==> config.mk <==
export PLATFORM = sky130hd
export DESIGN_NAME = ibex_ex_seq
export DESIGN_NICKNAME = d
export VERILOG_FILES = /design/src/rtl/ibex_pkg.sv /design/src/rtl/ibex_ex_seq.sv
export SDC_FILE = /design/constraint.sdc
export NUM_CORES = 1
export LEC_CHECK = 0
export ABC_CLOCK_PERIOD_IN_PS = 2600
export BUFFER_PORTS_ARGS = -buffer_cell sky130_fd_sc_hd__clkbuf_2
export CAP_MARGIN = 20
export CORE_AREA = 2 2 58 60
export CTS_CLUSTER_DIAMETER = 200
export DETAILED_ROUTE_END_ITERATION = 12
export DIE_AREA = 0 0 60 62
export PLACE_DENSITY = 0.62
export RECOVER_POWER = 25
export SLEW_MARGIN = 20
export SYNTH_ARGS = -nofsm -noshare
export SYNTH_HDL_FRONTEND = slang
export SYNTH_SLANG_ARGS = --single-unit
==> constraint.sdc <==
create_clock -name clk_i -period 2.6 [get_ports clk_i]
set_input_delay 0 -clock clk_i [delete_from_list [all_inputs] [get_ports clk_i]]
set_output_delay 0 -clock clk_i [all_outputs]
set_load 0.05 [all_outputs]
==> src/rtl/ibex_pkg.sv <==
// Shared types for the EX-stage sequencer: operation kinds, FSM states and a saturating counter helper.
package ibex_pkg;

    typedef enum logic [1:0] {
        EX_ALU    = 2'd0,
        EX_ALU_MC = 2'd1,
        EX_MUL    = 2'd2,
        EX_DIV    = 2'd3
    } ex_kind_e;

    typedef enum logic [1:0] {
        SEQ_IDLE = 2'd0,
        SEQ_EXEC = 2'd1,
        SEQ_HOLD = 2'd2
    } ex_seq_state_e;

    function automatic logic [5:0] sat_inc6(input logic [5:0] v);
        return (v == 6'd63) ? v : v + 6'd1;
    endfunction

endpackage

==> src/rtl/ibex_ex_seq.sv <==
// EX-stage sequencer: accepts one op in IDLE, drives multdiv controls during EXEC, holds the result until writeback.
// Registered state with a combinational decode; cancel and reset always discard the in-flight op.
module ibex_ex_seq
    import ibex_pkg::*;
#(
    parameter bit          RV32M     = 1'b1,
    parameter int unsigned MaxCycles = 40
) (
    input  logic       clk_i,
    input  logic       rst_ni,
    input  logic       issue_valid_i,
    input  logic [1:0] issue_kind_i,
    output logic       issue_ready_o,
    input  logic       cancel_i,
    input  logic       ex_valid_i,
    input  logic       wb_ready_i,
    output logic       mult_en_o,
    output logic       div_en_o,
    output logic       mult_sel_o,
    output logic       div_sel_o,
    output logic       alu_instr_first_cycle_o,
    output logic       multdiv_ready_id_o,
    output logic       done_o,
    output logic       illegal_o,
    output logic       timeout_o,
    output logic [5:0] cycle_count_o
);

    ex_seq_state_e state_q, state_d;
    ex_kind_e      kind_q, kind_d;
    logic [5:0]    cnt_q, cnt_d;
    logic [5:0]    cyc_q, cyc_d;
    logic [5:0]    exec_cnt;
    ex_kind_e      issue_kind;
    logic          issue_is_md;

    assign issue_kind    = ex_kind_e'(issue_kind_i);
    assign issue_is_md   = (issue_kind == EX_MUL) || (issue_kind == EX_DIV);
    // Count including the current EXEC cycle.
    assign exec_cnt      = sat_inc6(cnt_q);
    assign cycle_count_o = cyc_q;

    always_ff @(posedge clk_i) begin
        if (!rst_ni) begin
            state_q <= SEQ_IDLE;
            kind_q  <= EX_ALU;
            cnt_q   <= 6'd0;
            cyc_q   <= 6'd0;
        end else begin
            state_q <= state_d;
            kind_q  <= kind_d;
            cnt_q   <= cnt_d;
            cyc_q   <= cyc_d;
        end
    end

    always_comb begin
        state_d                 = state_q;
        kind_d                  = kind_q;
        cnt_d                   = cnt_q;
        cyc_d                   = cyc_q;
        issue_ready_o           = 1'b0;
        mult_en_o               = 1'b0;
        div_en_o                = 1'b0;
        mult_sel_o              = 1'b0;
        div_sel_o               = 1'b0;
        alu_instr_first_cycle_o = 1'b0;
        multdiv_ready_id_o      = 1'b0;
        done_o                  = 1'b0;
        illegal_o               = 1'b0;
        timeout_o               = 1'b0;

        unique case (state_q)
            SEQ_IDLE: begin
                issue_ready_o = 1'b1;
                if (issue_valid_i && !cancel_i) begin
                    if (issue_is_md && !RV32M) begin
                        illegal_o = 1'b1;
                    end else begin
                        kind_d  = issue_kind;
                        cnt_d   = 6'd0;
                        state_d = SEQ_EXEC;
                    end
                end
            end
            SEQ_EXEC: begin
                alu_instr_first_cycle_o = (cnt_q == 6'd0);
                if (cancel_i) begin
                    state_d = SEQ_IDLE;
                end else begin
                    mult_en_o  = (kind_q == EX_MUL);
                    mult_sel_o = (kind_q == EX_MUL);
                    div_en_o   = (kind_q == EX_DIV);
                    div_sel_o  = (kind_q == EX_DIV);
                    cnt_d      = exec_cnt;
                    if (ex_valid_i) begin
                        if (wb_ready_i) begin
                            done_o             = 1'b1;
                            multdiv_ready_id_o = 1'b1;
                            cyc_d              = exec_cnt;
                            state_d            = SEQ_IDLE;
                        end else begin
                            state_d = SEQ_HOLD;
                        end
                    end else if (exec_cnt == 6'(MaxCycles)) begin
                        timeout_o = 1'b1;
                        state_d   = SEQ_IDLE;
                    end
                end
            end
            SEQ_HOLD: begin
                if (cancel_i) begin
                    state_d = SEQ_IDLE;
                end else begin
                    mult_sel_o = (kind_q == EX_MUL);
                    div_sel_o  = (kind_q == EX_DIV);
                    if (wb_ready_i) begin
                        done_o             = 1'b1;
                        multdiv_ready_id_o = 1'b1;
                        cyc_d              = cnt_q;
                        state_d            = SEQ_IDLE;
                    end
                end
            end
            default: state_d = SEQ_IDLE;
        endcase

        // An op caught by reset never reports completion or errors.
        if (!rst_ni) begin
            done_o             = 1'b0;
            multdiv_ready_id_o = 1'b0;
            timeout_o          = 1'b0;
            illegal_o          = 1'b0;
        end
    end

endmodule

==> results of run 1 <==
[area by class of cell]
cell class / count / area, um^2 / share of cell area [%]
Clock buffer: 4 / 36.28 / 2.708
Inverter: 7 / 26.28 / 1.961
Multi-Input combinational cell: 115 / 770.7 / 57.52
Sequential cell: 16 / 320.3 / 23.90
Tap cell: 46 / 57.56 / 4.295
Timing Repair Buffer: 25 / 128.9 / 9.617
[power groups by stage]
stage	Clock (mW)	Combinational, mW	Sequential [mW]
after floorplan	0	0.0579	0.261
after detailed placement	0	0.0780	0.258
after CTS	0.179	0.0806	0.253
final	0.173	0.0797	0.253
after global routing	0.189	0.0884	0.253
after global placement	0	0.0768	0.258
[worst max-delay path, cell delays in order (launching register included)]
cell and delay, ns:
dfxtp_1 0.45, ha_1 0.32, and2_1 0.32, nand4_1 0.14, a32oi_2 0.29, and3_1 0.20
clkbuf_2 0.27
[synthesized netlist by cell type (all sizes together), types with 5 or more instances]
cell    count  area (um^2)
dfxtp      16        320.3
a21oi      14        73.82
buf        12        86.32
nand2      10        37.54
nor2       10        37.54
inv         7        26.28
mux2i       7        70.07
nand3       7        35.03
a31oi       6        43.79
nand2b      6        45.04
o21ai       6        30.03
ha          5        62.56
nor3b       5        37.54
[kinds of logic after synthesis]
logic type | count (synthesis) | share of synthesized area (%)
muxes | 8 | 6.736
adders and majority gates | 5 | 5.181
other | 1 | 0.3106
xor gates and xnor gates | 1 | 0.7255
DFF | 16 | 26.53
AOI/OAI and AO/OA | 40 | 22.07
buffers and inverters | 20 | 9.636
and+or+nand+nor | 60 | 28.81
[metrics by stage]
step | power, mW | hold slack, ns | setup WS, ns
floorplan | 0.3185 | 0.1439 | 0.3084
global placement | 0.3349 | 0.2338 | 0.6641
detailed placement | 0.3365 | 0.2442 | 0.6497
CTS | 0.5128 | 0.07025 | 0.2981
global route | 0.5304 | 0.1128 | 0.1458
finish | 0.5057 | 0.09274 | 0.2896
[what timing repair did]
action                                  in CTS  in global routing
hold buffers                                 2                  0
endpoints found under the setup margin       0                  0
buffers inserted                             0                  0
hold endpoints to repair                     2                  0
[path summary, 6_finish.rpt]
path	from	slack, ns	cells after the start	endpoint
setup / recovery	cnt_q[1]	0.29	6	timeout_o
hold / removal	ex_valid_i	0.09	4	state_q[1]
setup reg to reg	cnt_q[1]	0.63	5	state_q[0]
hold reg to reg	cycle_count_o[5]	0.48	2	cycle_count_o[5]
[metal layers]
metal	share of wire [%]	track usage, %	up-vias
li1	-	-	573
met4	2.9	11.43	0
met1	45	22.61	520
met3	4.1	3.106	7
met5	0	0	-
met2	48	26.24	31
[placed cells by master, fill, tap and decap left out, types with 3 or more instances in the layout]
master	instances
ha_1	5
clkbuf_2	15
clkbuf_1	7
nand2b_1	5
nor3b_1	5
nand3_1	7
and3_1	4
nand4_1	4
a31oi_1	5
o21ai_0	6
a21o_1	3
o22ai_1	3
mux2i_1	7
nand2_1	10
nor2_1	10
inv_1	7
dfxtp_1	16
a21oi_1	13
clkbuf_4	3
[flip-flops by register name, indices dropped and copies added, names as in the netlist]
register and cells:
kind_q 2, cnt_q 6, cycle_count_o 6, state_q 2
==> impl_metrics.json, run 1 <==
{
  "p_seq_share_pct": 50.0,
  "grt_pass1_vias": 1032,
  "ys_ff_latch": 16,
  "worst-path-max-fanout": 8,
  "ant_nets": 0,
  "worstPathArrival_ns": 2.31,
  "die_w_um": 60,
  "fin_area_um2": 1340,
  "tightest_slew_ns": 0.5929,
  "cts_root_buffer": "clkbuf_4",
  "place_inst": 207,
  "placed_area_um2": 1292,
  "p_clk_share_pct": 34.3,
  "drtIter0Drc": 30,
  "antenna_found_initial": 0,
  "drt_pass1_iterations": 5,
  "fin_skew_ns": 0.001149,
  "num_vias": 1131,
  "cts_sinks": 16,
  "cap_violations": 0,
  "grt-ovfl-total": 0,
  "fin_setup_tns_ns": 0,
  "wl_per_cell_um": 13.73,
  "gp_congestion": 0.8406,
  "top_level_ports": 24,
  "worstHoldPathType": "input pin to register",
  "finalSetupViolations": 0,
  "syn_avg_cell_area_um2": 7.996,
  "worstSetupStartpointType": "register",
  "final_cells": 213,
  "cts-resized-gates": 0,
  "drv_slew": 0,
  "status": "finished clean",
  "final_util_pct": 42.15,
  "hold_viol_final": 0,
  "synth_edf_count": 0,
  "synth_warnings": 0,
  "p_leak_nw": 0.5079,
  "num_antenna_cells": 0,
  "tritoncts": "done",
  "crit_path_end_kind": "output port",
  "area_growth_pct": 10.98,
  "intPower_mw": 0.3624,
  "routed_wl_mm": 2.924,
  "fin_crit_sh_pct": 88.86,
  "switchingPower_mw": 0.1433,
  "combinationalPowerShare_pct": 15.8,
  "core_area_um2": 3179,
  "io_buffers": 22,
  "synth_flop_cell": "dfxtp_1",
  "required_ns": 2.60,
  "clk_pin_slew_ns": 0.09,
  "grt_max_degree": 15,
  "drc": 0,
  "netlist_area_um2": 1207,
  "yosysSeqAreaShare_pct": 26.53,
  "max_slew_margin_pct": 60.64,
  "synth_cell_type_count": 45,
  "rsz0062_at_grt": "false",
  "swShare_pct": 28.34,
  "vias_per_cell": 5.310,
  "async_flop_share_pct": 0,
  "start_util_pct": 37.98,
  "power-per-cell-area_nw_per_um2": 377.4,
  "critPathKind": "register to output port",
  "die_y_um": 62,
  "min_period_ns": 2.310,
  "netlist_instances": 151,
  "cts_buffers": 3,
  "track_usage_pct": 17.33,
  "fmax_ghz": 0.4328,
  "drive_gt1_share_pct": 16.77,
  "synth_fp_nets": 164,
  "nFillCells": 337,
  "peakVddDrop_mv": 0.2309,
  "rows": 21,
  "nets": 181,
  "clkLatencyLatePin_ns": 0.31,
  "die_area_um2": 3720,
  "h-tree-depth": 1,
  "cts_buffer_depth": 2,
  "hpwl_mm": 2.146,
  "grt_first_pass_wirelength_mm": 4.685
}
Power figures use the tool's default switching activity.
==> run 2, diff against run 1 <==
- ABC_AREA: default -> 1
- ABC_CLOCK_PERIOD_IN_PS: 2600 -> 2009
- CORE_AREA: 2 2 58 60 -> 2 2 55 57
- DIE_AREA: 0 0 60 62 -> 0 0 57 59
- PLACE_DENSITY: 0.62 -> 0.64
- clock period: 2.6 -> 2.01 ns (I/O delays scaled with it)
==> run 2 against run 1 <==
- via count shrank 5.7%
- worst hold slack lost 0.045 ns
- setup slack lost 0.17 ns
- highest routed layer is now met3
- sequential share of layout area grew 1.7 points
- synthesized area shrank 13%
- global-route usage shrank 1.3 points
- power grew 140%
- clock-buffer cell count shrank 1
- critical endpoint unchanged
==> impl_metrics.json, run 2 <==
{
  "status": "finished clean",
  "cap_violations": 0,
  "nets": 196,
  "track_usage_pct": 16.05,
  "grt-ovfl-total": 0,
  "worstHoldPathType": "input pin to register",
  "hold_viol_final": 0,
  "drc": 0,
  "synthTopCellsByCount": "nand2_1, inv_1, dfxtp_1",
  "synth_area_leaders": "dfxtp_1, nand2_1, inv_1",
  "cts_sinks": 16,
  "drive_gt1_share_pct": 24.31,
  "grt_max_degree": 13,
  "area_growth_pct": 21.83,
  "hpwl_mm": 1.958,
  "dr_wl_met3_um": 141,
  "worstSetupStartpointType": "register",
  "antenna_found_initial": 0,
  "fin_skew_ns": 0.01081,
  "mostFrequentLayoutCells": "nand2_1, inv_1, clkbuf_2, dfxtp_1, nor2_1",
  "synth_area_leader_cell": "dfxtp_1",
  "synth_cell_type_count": 28,
  "drv_slew": 0,
  "ant_nets": 0,
  "p_leak_nw": 0.5420,
  "required_ns": 2.01,
  "grt_first_pass_wirelength_mm": 4.236,
  "min_period_ns": 1.895,
  "routed_wl_mm": 2.534,
  "ys_ff_latch": 16,
  "finalSetupViolations": 0,
  "rsz0062_at_grt": "true",
  "placed_area_um2": 1202,
  "netlist_instances": 158,
  "die_area_um2": 3363,
  "fin_area_um2": 1285,
  "cts_buffer_depth": 2,
  "cts_root_buffer": "clkbuf_4",
  "wl_per_cell_um": 11.95,
  "dp_slack_ns": 0.2525,
  "max_slew_margin_pct": 60.41,
  "drtIter0Drc": 34,
  "drt_pass1_iterations": 4,
  "top_layer_used": "met3",
  "num_antenna_cells": 0,
  "die_y_um": 59,
  "synth_top_cell_area_share_pct": 30.37,
  "clkLatencyLatePin_ns": 0.29,
  "start_util_pct": 38.92,
  "crit_path_end_kind": "output port",
  "tritoncts": "done",
  "synth_edf_count": 0,
  "synth_flop_cell": "dfxtp_1",
  "worst_slack_ns": 0.1150,
  "worstPathArrival_ns": 1.90,
  "layout_commonest_cell": "nand2_1",
  "synth_warnings": 0,
  "multiInputGateArea_um2": 658.1,
  "clk_pin_slew_ns": 0.10,
  "cts_buffers": 3,
  "tightest_slew_ns": 0.5964,
  "critPathKind": "register to output port",
  "routed-wl-met2_mm": 1.251,
  "io_buffers": 22,
  "gp_congestion": 0.9406,
  "synth_fp_nets": 171,
  "grt_pass1_vias": 1030,
  "async_flop_share_pct": 0,
  "fin_crit_sh_pct": 94.28,
  "nFillCells": 294,
  "yosysSeqAreaShare_pct": 30.37,
  "top_level_ports": 24,
  "vias_per_cell": 5.033,
  "fmax_ghz": 0.5277,
  "rows": 19,
  "peakVddDrop_mv": 0.6571,
  "h-tree-depth": 1,
  "num_vias": 1067,
  "yosysMostFrequentCell": "nand2_1",
  "core_area_um2": 2710,
  "power-per-cell-area_nw_per_um2": 934.6,
  "netlist_area_um2": 1055,
  "regArea_um2": 329.1,
  "syn_avg_cell_area_um2": 6.676,
  "worst-path-max-fanout": 6,
  "die_w_um": 57,
  "wl_met1_mm": 1.141,
  "whs_ns": 0.04745
}
==> run 2: cell type report <==
type	count	share of cell area, %
tap	31	3.019
inverter	24	7.011
multi-input combinational	112	51.22
timing repair buffer	26	11.39
sequential	16	25.61
clock buffer	3	1.753
==> run 2: path summary, 6_finish.rpt <==
kind | slack (ns) | end | from | depth (start not counted)
worst max-delay path | 0.11 | timeout_o | cnt_q[0] | 10
worst max register to register | 0.35 | cnt_q[4] | state_q[1] | 7
worst min register to register | 0.47 | kind_q[1] | kind_q[1] | 2
worst min-delay path | 0.05 | state_q[1] | rst_ni | 3
==> run 2: where the power goes <==
group	switching (mW)	leakage (nW)	internal, mW
sequential	0.0313	0.132	0.365
clock	0.0995	0.0138	0.0697
combinational	0.470	0.396	0.165
total	0.601	0.542	0.600
==> run 2: per-layer routing <==
layer	vias up	global-route usage, %
met2	26	29.23
li1	557	-
met5	-	0
met3	0	5.459
met1	484	18.68
met4	0	2.326
==> run 2: kinds of logic (layout without fill, tap and decap cells) <==
family	count (synthesis)	in the layout	share of synthesized area, %
buf+inv	30	53	12.93
flops	16	16	30.37
other cells	1	1	0.3555
simple gates	72	72	31.20
fa+ha+maj	5	5	5.931
xor+xnor	1	1	0.8305
compound gates	33	33	18.39
==> run 2: timing repair <==
item                                   4_1_cts  5_1_grt
pin swaps                                    0        2
hold buffers                                 2        0
resized for setup                            3       11
setup endpoints to repair                    1        1
endpoints found under the hold margin        2        0
setup buffers                                0        0
==> run 2: worst max-delay path: stages, from the launching register on <==
cell and delay (ns):
dfxtp_4 0.40, ha_4 0.17, nand2_2 0.06, nor2_2 0.15, nand3_1 0.09, nand2_1 0.09
nand2_1 0.06, nor2_2 0.09, nand2_2 0.09, nor4_4 0.16, clkbuf_8 0.23
==> run 2: per-stage QoR <==
| step | power (mW) | setup TNS, ns | util (%) | instances |
|---|---|---|---|---|
| after floorplan | 0.9091 | 0 | - | 158 |
| after global placement | 1.035 | 0 | 44.37 | 207 |
| after detailed placement | 1.043 | 0 | 44.37 | 207 |
| after CTS | 1.217 | 0 | 46.31 | 212 |
| after global routing | 1.299 | -0.03664 | 47.41 | 212 |
| final | 1.201 | 0 | 47.41 | 212 |
